<file path="config.mk">
export PLATFORM = sky130hd
export DESIGN_NAME = ip_uart_tx_arbiter_flat
export DESIGN_NICKNAME = d
export VERILOG_FILES = /design/src/rtl/ip_uart_tx_arbiter_if.sv /design/src/rtl/ip_uart_tx_arbiter.sv /design/src/flat_wrapper.sv
export SDC_FILE = /design/constraint.sdc
export NUM_CORES = 1
export LEC_CHECK = 0
export CAP_MARGIN = 5
export CORE_UTILIZATION = 35
export CTS_CLUSTER_DIAMETER = 50
export DETAILED_ROUTE_END_ITERATION = 7
export PLACE_DENSITY_LB_ADDON = 0.08
export SETUP_SLACK_MARGIN = 0.4
export SYNTH_ARGS = -nofsm -noshare
export SYNTH_HDL_FRONTEND = slang
export SYNTH_SLANG_ARGS = --single-unit
</file>
<file path="constraint.sdc">
create_clock -name clk -period 4.74 [get_ports clk]
set_input_delay 0.474 -clock clk [delete_from_list [all_inputs] [get_ports clk]]
set_output_delay 0.474 -clock clk [all_outputs]
set_load 0.005 [all_outputs]
</file>
<file path="src/rtl/ip_uart_tx_arbiter_if.sv">
// Producer-side and UART-side signal bundle for ip_uart_tx_arbiter.
interface ip_uart_tx_arbiter_if #(
  parameter int NUM_REQ = 3
);
  logic [NUM_REQ-1:0]   req_valid;
  logic [8*NUM_REQ-1:0] req_data;
  logic [NUM_REQ-1:0]   req_last;
  logic [NUM_REQ-1:0]   req_ready;
  logic [7:0]           uart_data;
  logic                 uart_req;
  logic                 uart_busy;
  logic [2:0]           grant_id;
  logic                 locked;
  logic                 timeout_err;
  logic                 err_clear;

  modport slave (
    input  req_valid, req_data, req_last,
    input  uart_busy, err_clear,
    output req_ready, uart_data, uart_req,
    output grant_id, locked, timeout_err
  );

  modport master (
    output req_valid, req_data, req_last,
    output uart_busy, err_clear,
    input  req_ready, uart_data, uart_req,
    input  grant_id, locked, timeout_err
  );
endinterface

</file>
<file path="src/rtl/ip_uart_tx_arbiter.sv">
// Round-robin arbiter sharing one TX-only UART core between byte producers.
// Grants are held per message; stalled handshakes and idle locks time out.
module ip_uart_tx_arbiter #(
  parameter int NUM_REQ      = 3,
  parameter int ACK_TIMEOUT  = 255,
  parameter int LOCK_TIMEOUT = 4095
) (
  input logic clk,
  input logic reset,
  ip_uart_tx_arbiter_if.slave bus
);
  typedef enum logic [1:0] {
    S_IDLE,
    S_REQ,
    S_DRAIN
  } state_t;

  localparam logic [2:0]  LAST_ID  = 3'(NUM_REQ - 1);
  localparam logic [15:0] ACK_END  = 16'(ACK_TIMEOUT - 1);
  localparam logic [15:0] LOCK_END = 16'(LOCK_TIMEOUT - 1);

  state_t r_state;
  state_t w_next;

  logic [7:0]  r_data;
  logic        r_last;
  logic [2:0]  r_grant;
  logic [2:0]  r_rr;
  logic        r_locked;
  logic        r_terr;
  logic [15:0] r_ack_cnt;
  logic [15:0] r_lock_cnt;

  logic [NUM_REQ-1:0] w_own_oh;
  logic [NUM_REQ-1:0] w_cand;
  logic [NUM_REQ-1:0] w_rot;
  logic [NUM_REQ-1:0] w_low;
  logic [NUM_REQ-1:0] w_sel_oh;
  logic [2:0]         w_sel;
  logic [7:0]         w_sel_data;
  logic               w_sel_last;
  logic [2:0]         w_grant_inc;
  logic               w_found;
  logic               w_xfer;
  logic               w_own_idle;
  logic               w_lock_to;
  logic               w_ack_to;
  logic               w_done;

  assign w_grant_inc = (r_grant == LAST_ID) ? 3'd0 : r_grant + 3'd1;
  assign w_own_oh    = NUM_REQ'(1) << r_grant;
  assign w_cand      = r_locked ? (bus.req_valid & w_own_oh)
                                : bus.req_valid;

  // Rotate so rr_ptr sits at bit 0, keep the lowest set bit, rotate back.
  assign w_rot    = NUM_REQ'({w_cand, w_cand} >> r_rr);
  assign w_low    = w_rot & (~w_rot + NUM_REQ'(1));
  assign w_sel_oh = NUM_REQ'(({w_low, w_low} << r_rr) >> NUM_REQ);
  assign w_found  = |w_cand;

  always_comb begin
    w_sel      = '0;
    w_sel_data = '0;
    w_sel_last = 1'b0;
    for (int i = 0; i < NUM_REQ; i++) begin
      if (w_sel_oh[i]) begin
        w_sel      = w_sel | 3'(i);
        w_sel_data = bus.req_data[8*i +: 8];
        w_sel_last = bus.req_last[i];
      end
    end
  end

  assign w_xfer     = (r_state == S_IDLE) && w_found;
  assign w_own_idle = r_locked && !(|(bus.req_valid & w_own_oh));
  assign w_lock_to  = (r_state == S_IDLE) && w_own_idle &&
                      (r_lock_cnt == LOCK_END);
  assign w_ack_to   = (r_state == S_REQ) && !bus.uart_busy &&
                      (r_ack_cnt == ACK_END);
  assign w_done     = (r_state == S_DRAIN) && !bus.uart_busy;

  always_comb begin
    w_next = r_state;
    unique case (r_state)
      S_IDLE:  if (w_xfer) w_next = S_REQ;
      S_REQ: begin
        if (bus.uart_busy)  w_next = S_DRAIN;
        else if (w_ack_to)  w_next = S_IDLE;
      end
      S_DRAIN: if (!bus.uart_busy) w_next = S_IDLE;
      default: w_next = S_IDLE;
    endcase
  end

  always_ff @(posedge clk or posedge reset) begin
    if (reset) r_state <= S_IDLE;
    else       r_state <= w_next;
  end

  always_ff @(posedge clk or posedge reset) begin
    if (reset) begin
      r_data     <= '0;
      r_last     <= 1'b0;
      r_grant    <= '0;
      r_rr       <= '0;
      r_locked   <= 1'b0;
      r_terr     <= 1'b0;
      r_ack_cnt  <= '0;
      r_lock_cnt <= '0;
    end else begin
      if (w_xfer) begin
        r_data  <= w_sel_data;
        r_last  <= w_sel_last;
        r_grant <= w_sel;
      end

      if (w_xfer)
        r_ack_cnt <= '0;
      else if (r_state == S_REQ && !bus.uart_busy)
        r_ack_cnt <= r_ack_cnt + 16'd1;

      if (w_ack_to || w_lock_to || (w_done && r_last)) begin
        r_locked <= 1'b0;
        r_rr     <= w_grant_inc;
      end else if (w_done) begin
        r_locked <= 1'b1;
      end

      if (w_xfer || w_lock_to || !r_locked)
        r_lock_cnt <= '0;
      else if (r_state == S_IDLE && w_own_idle)
        r_lock_cnt <= r_lock_cnt + 16'd1;

      // A timeout in the same cycle as err_clear must stay visible.
      if (w_ack_to)           r_terr <= 1'b1;
      else if (bus.err_clear) r_terr <= 1'b0;
    end
  end

  assign bus.req_ready   = (r_state == S_IDLE) ? w_sel_oh : '0;
  assign bus.uart_req    = (r_state == S_REQ);
  assign bus.uart_data   = r_data;
  assign bus.grant_id    = r_grant;
  assign bus.locked      = r_locked;
  assign bus.timeout_err = r_terr;
endmodule
</file>
<file path="src/flat_wrapper.sv">
// flat-port wrapper written by rule: the top's interface ports become plain ports
module ip_uart_tx_arbiter_flat 
#(
  parameter int NUM_REQ      = 3,
  parameter int ACK_TIMEOUT  = 255,
  parameter int LOCK_TIMEOUT = 4095
)
  (clk, reset, bus_req_valid, bus_req_data, bus_req_last, bus_uart_busy, bus_err_clear, bus_req_ready, bus_uart_data, bus_uart_req, bus_grant_id, bus_locked, bus_timeout_err);
  ip_uart_tx_arbiter_if #(.NUM_REQ(NUM_REQ)) bus_i ();
  input logic clk;
  input logic reset;
  input wire logic [$bits(bus_i.req_valid)-1:0] bus_req_valid;
  input wire logic [$bits(bus_i.req_data)-1:0] bus_req_data;
  input wire logic [$bits(bus_i.req_last)-1:0] bus_req_last;
  input wire logic [$bits(bus_i.uart_busy)-1:0] bus_uart_busy;
  input wire logic [$bits(bus_i.err_clear)-1:0] bus_err_clear;
  output wire logic [$bits(bus_i.req_ready)-1:0] bus_req_ready;
  output wire logic [$bits(bus_i.uart_data)-1:0] bus_uart_data;
  output wire logic [$bits(bus_i.uart_req)-1:0] bus_uart_req;
  output wire logic [$bits(bus_i.grant_id)-1:0] bus_grant_id;
  output wire logic [$bits(bus_i.locked)-1:0] bus_locked;
  output wire logic [$bits(bus_i.timeout_err)-1:0] bus_timeout_err;
  assign bus_i.req_valid = bus_req_valid;
  assign bus_i.req_data = bus_req_data;
  assign bus_i.req_last = bus_req_last;
  assign bus_i.uart_busy = bus_uart_busy;
  assign bus_i.err_clear = bus_err_clear;
  assign bus_req_ready = bus_i.req_ready;
  assign bus_uart_data = bus_i.uart_data;
  assign bus_uart_req = bus_i.uart_req;
  assign bus_grant_id = bus_i.grant_id;
  assign bus_locked = bus_i.locked;
  assign bus_timeout_err = bus_i.timeout_err;
  ip_uart_tx_arbiter #(.NUM_REQ(NUM_REQ), .ACK_TIMEOUT(ACK_TIMEOUT), .LOCK_TIMEOUT(LOCK_TIMEOUT)) u_core (.clk(clk), .reset(reset), .bus(bus_i));
endmodule
</file>
# Word level (Yosys, flattened, before mapping)
# Index checks and enable logic that the tools add are counted.
[totals] input_bits=34 ramBits=0 rom_bits=0 latch_bits=0 word_cells=74 n_memories=0 out_inout_bits=17 reg_bits=51
[classes] n_reduce_logical=23 shift=3 div=0 eq_ne=8 add_sub_neg=4 magnitude_cmp=0 n_mux=24 bitwise=3 multipliers=0
[ops] op="$mux 16" n=4
[ops] op="$add 16x1->16 const B" n=2
[ops] op="$mux 8" n=3
[ops] op="$eq 16x12->1 const B" n=1
[ops] op="$eq 16x8->1 const B" n=1
[ops] op="$mux 2" n=5
[ops] op="$mux 3" n=3
[ops] op="$logic_and 1x1->1" n=8
[ops] op="$mux 1" n=8
[ops] op="$reduce_bool 2->1" n=4
[ops] op="$add 3x1->3 const B" n=2
[ops] op="$and 3x3->3" n=2
[ops] op="$pmux 2 s3" n=1
[ops] op="$reduce_or 3->1" n=2
[ops] op="$shl 6x3->6" n=1
[ops] op="$shr 6x3->3" n=1
[ops] op="$logic_or 1x1->1" n=4
[ops] op="$eq 3x2->1 const B" n=1
[ops] op="$logic_not 1->1" n=3
[ops] op="$ne 3x2->1 const B" n=1
[ops] op="$not 3->3" n=1
[ops] op="$reduce_and 3->1" n=1
[ops] op="$shl 1x3->3 const A" n=1
[ops] op="$eq 2x1->1 const B" n=1
[ops] op="other kinds (4)" n=4

# Longest topological paths before layout
[depth] word_depth=11 ltp_mapped=8 depth_no_buf=6

# Worst setup path after synthesis
# OpenSTA, ideal clock, no wires.
[synth_timing] path_kind="flip-flop to output port" start="register u_core.r_grant[0] (netlist: u_core.bus.grant_id[0])" end="output port bus_req_ready[2]" path_buffers=2 t_arrival_ns=1.816 setup_slack_ns=2.450 path_stages_with_launch=8 required_ns=4.266 path_cell_list="dfrtp_1 -> buf_2 -> nand2b_1 -> a21o_1 -> a2111oi_0 -> nor2_1 -> clkbuf_1 -> nor3_1"
[synth_between] elab_chain_len=9
[synth_rtl] item="from (decl)" line="ip_uart_tx_arbiter.sv:27" text="logic [2:0] r_grant;"
[synth_rtl] item="from (signal assigned)" line="ip_uart_tx_arbiter.sv:114" text="r_grant <= w_sel;"
[synth_rtl] item="$shl 1x3->3 *" line="ip_uart_tx_arbiter.sv:51" text="assign w_own_oh = NUM_REQ'(1) << r_grant;"
[synth_rtl] item="$and 3x3->3 *" line="ip_uart_tx_arbiter.sv:52" text="assign w_cand = r_locked ? (bus.req_valid & w_own_oh)"
[synth_rtl] item="$mux 3 *" line="ip_uart_tx_arbiter.sv:52"
[synth_rtl] item="$shr 6x3->3 *" line="ip_uart_tx_arbiter.sv:56" text="assign w_rot = NUM_REQ'({w_cand, w_cand} >> r_rr);"
[synth_rtl] item="$not 3->3" line="ip_uart_tx_arbiter.sv:57" text="assign w_low = w_rot & (~w_rot + NUM_REQ'(1));"
[synth_rtl] item="$add 3x1->3" line="ip_uart_tx_arbiter.sv:57"
[synth_rtl] item="$and 3x3->3 *" line="ip_uart_tx_arbiter.sv:57"
[synth_rtl] item="$shl 6x3->6 *" line="ip_uart_tx_arbiter.sv:58" text="assign w_sel_oh = NUM_REQ'(({w_low, w_low} << r_rr) >> NUM_REQ);"
[synth_rtl] item="$mux 3 *" line="ip_uart_tx_arbiter.sv:140" text="assign bus.req_ready = (r_state == S_IDLE) ? w_sel_oh : '0;"
[synth_rtl] item="to (decl)" line="flat_wrapper.sv:17" text="output wire logic [$bits(bus_i.req_ready)-1:0] bus_req_ready;"
# Every way passes the cells marked *; elsewhere a longest branch is shown, timed or not.

# Worst setup path in the final report
# Same ends and word-level chain as after synthesis.

==> flow_summary.json <==
{
  "synth_xor_area_frac": 0.0841,
  "cts_buffers": 5,
  "path_clk_slew_ns": 0.10,
  "core-area_mm2": 0.00777,
  "synth_edf_count": 0,
  "drt.antenna.violating_nets": 0,
  "fmax_mhz": 298,
  "final_nets": 388,
  "wl_um": 6740,
  "first_global_vias": 2320,
  "slowest_delay_ns": 0.54,
  "rr_worst_depth": 5,
  "worst_slack_ns": 1.38,
  "whs_path_depth": 1,
  "critPathTopFamily": "simple AND/OR/NAND/NOR gates",
  "p_leak_nw": 1.51,
  "most-common-layout-cells": "50 x dfrtp_1, 49 x clkdlybuf4s50_1, 41 x nor2_1",
  "drt_iter0_markers": 92,
  "reg2reg_from": "u_core.bus.locked",
  "grt_overflow": 0,
  "cts_buffer_depth": 2,
  "synth_area_leaders": "dfrtp_1 44%, nor2_1 5.5%, nand2_1 4.8%, xnor2_1 4.4%, xor2_1 4.0%",
  "synth_nets": 344,
  "drive_gt1_frac": 0.0570,
  "whs_ns": 0.494,
  "die_y_um": 91.6,
  "avgRoutedWirePerCell_um": 14.9,
  "synth_top_area_cell": "dfrtp_1",
  "gp_congestion": 0.856,
  "mostFrequentLayoutCell": "dfrtp_1",
  "cts_sinks": 50,
  "cts_hold_buffers": 0,
  "rows": 32,
  "antenna_found_initial": 0,
  "worstHoldEndpoint": "u_core.bus.timeout_err",
  "skew_ns": 0.0116,
  "min_from": "u_core.bus.timeout_err",
  "ys_warn_count": 0,
  "fin_crit_ns": 3.36,
  "tns_ns": 0,
  "initial_core_util": 0.362,
  "r2r_slack_ns": 2.27,
  "slowest_stage": "dfrtp_1",
  "dieArea_mm2": 0.00840,
  "synth_top_cell_area_share": 0.445,
  "cts.repair.resized": 0,
  "worstPathMaxFanout": 15,
  "final_util": 0.454,
  "io_buffers": 49,
  "maxSlewHeadroom": 0.438,
  "clock_latency_ns": 0.31,
  "hp-class": "register to register",
  "crit_buf_inv": 1,
  "cts_tree": "yes",
  "rsz0062_at_grt": "false",
  "cellPowerDensity_mw_per_mm2": 326,
  "pre_cts_ws_ns": 1.50,
  "grt_max_degree": 51,
  "ir_worst_vdd_mv": 0.147,
  "vias": 2344,
  "synth-compound-area-share": 0.152,
  "grt_pass1_wl_um": 11400,
  "hold_violations": 0,
  "ys.flop_type": "dfrtp_1",
  "synthArstFlopShare": 1.00,
  "ys_ff_latch": 50,
  "status": "finished, final reports clean",
  "endpoint_kind": "primary output",
  "area_delta_synth_final_pct": 25.3,
  "reg2reg_to": "u_core.r_rr[0]",
  "setup_violations": 0,
  "synthMuxAreaShare": 0.0147,
  "yosysUniqueCellTypes": 51,
  "avgSynthCellArea_um2": 9.19,
  "detailed_place_hpwl_um": 4810,
  "cp_cell_sequence": "nand2b_1, a21o_1, a2111oi_0, nor2_1, nor3_1, clkdlybuf4s50_1",
  "netlist_instances": 306,
  "start_kind": "register",
  "maxSlewViolCount": 0,
  "worst-endpoint-required_ns": 4.27,
  "htreeDepth": 2,
  "synth-simple-area-share": 0.246,
  "critical_path_class": "register to primary output",
  "nFillCells": 779,
  "min_period_over_period": 0.709,
  "drc_errors": 0,
  "vias_per_cell": 5.17,
  "ioPinCount": 51,
  "synth_fa_ha_area_frac": 0.0178,
  "grtUsageTotal": 0.171,
  "arrival_ns": 2.89,
  "cts_root_buf": "clkbuf_8",
  "post_cts_buffers": 0,
  "n_antenna_cell": 0,
  "dr.pass1.iters": 6,
  "cap_violations": 0,
  "synth_top_family_by_area": "simple AND/OR/NAND/NOR gates",
  "syn_area_mm2": 0.00281,
  "ys_seq_area_frac": 0.445,
  "die_x_um": 91.6,
  "tightest_slew_ns": 0.843
}
## where the power goes
group / total, mW / internal (mW) / switching [mW]
combinational: 0.291 / 0.110 / 0.181
clock: 0.362 / 0.212 / 0.150
sequential: 0.497 / 0.451 / 0.0458
## per-stage QoR
step / total power [mW] / cells / instance area, µm²
detailed placement: 0.797 / 445 / 3390
floorplan: 0.687 / 306 / 2810
CTS: 1.16 / 453 / 3520
global route: 1.22 / 453 / 3520
global placement: 0.801 / 445 / 3390
finish: 1.15 / 453 / 3520
## kinds of logic (layout without fill, tap and decap cells)
logic type	Yosys count	after routing
fa+ha+maj	4	4
buf+inv	27	72
mux	4	4
other cells	1	1
xor+xnor	27	27
flops	50	50
simple gates	139	139
compound gates	54	54
## flip-flops by register name (all words and copies together), names as in the netlist
name                    cells
u_core.bus.grant_id         2
u_core.bus.locked           1
u_core.bus.timeout_err      1
u_core.bus.uart_data        8
u_core.r_ack_cnt           16
u_core.r_last               1
u_core.r_lock_cnt          16
u_core.r_rr                 3
u_core.r_state              2
## synthesized netlist by cell type, types with 6 or more instances
cell type  number
dfrtp_1        50
nor2_1         41
nand2_1        36
xnor2_1        14
inv_1          13
xor2_1         13
nand3_1        11
a32oi_1         9
nand4_1         9
o221ai_1        9
nor3_1          8
clkbuf_1        7
a21o_1          6
nand2b_1        6
## metal layers
| metal | vias to the layer above | track usage | share of wire |
|---|---|---|---|
| met2 | 27 | 0.282 | 0.49 |
| met4 | 0 | 0.0423 | 0.0096 |
| li1 | 1174 | - | - |
| met5 | - | 0 | 0 |
| met1 | 1137 | 0.233 | 0.48 |
| met3 | 6 | 0.0282 | 0.021 |
## cell type report
class	count	area, µm²	share of cell area
Clock buffer	5	68.8	0.0195
Clock inverter	3	68.8	0.0195
Inverter	13	48.8	0.0138
Multi-Input combinational cell	229	1450	0.412
Sequential cell	50	1250	0.355
Tap cell	102	128	0.0362
Timing Repair Buffer	51	505	0.143
## how the worst max path moves through the flow
stage                           start          endpoint  depth (start not counted)
2_1_floorplan  u_core.bus.grant_id[0]  bus_req_ready[2]                          7
3_3_place_gp         bus_req_valid[2]  bus_req_ready[2]                          7
6_report       u_core.bus.grant_id[0]  bus_req_ready[2]                          6
3_5_place_dp         bus_req_valid[2]  bus_req_ready[2]                          7
4_1_cts        u_core.bus.grant_id[0]  bus_req_ready[2]                          6
5_1_grt        u_core.bus.grant_id[0]  bus_req_ready[2]                          6
(Power assumes the default switching activity.)
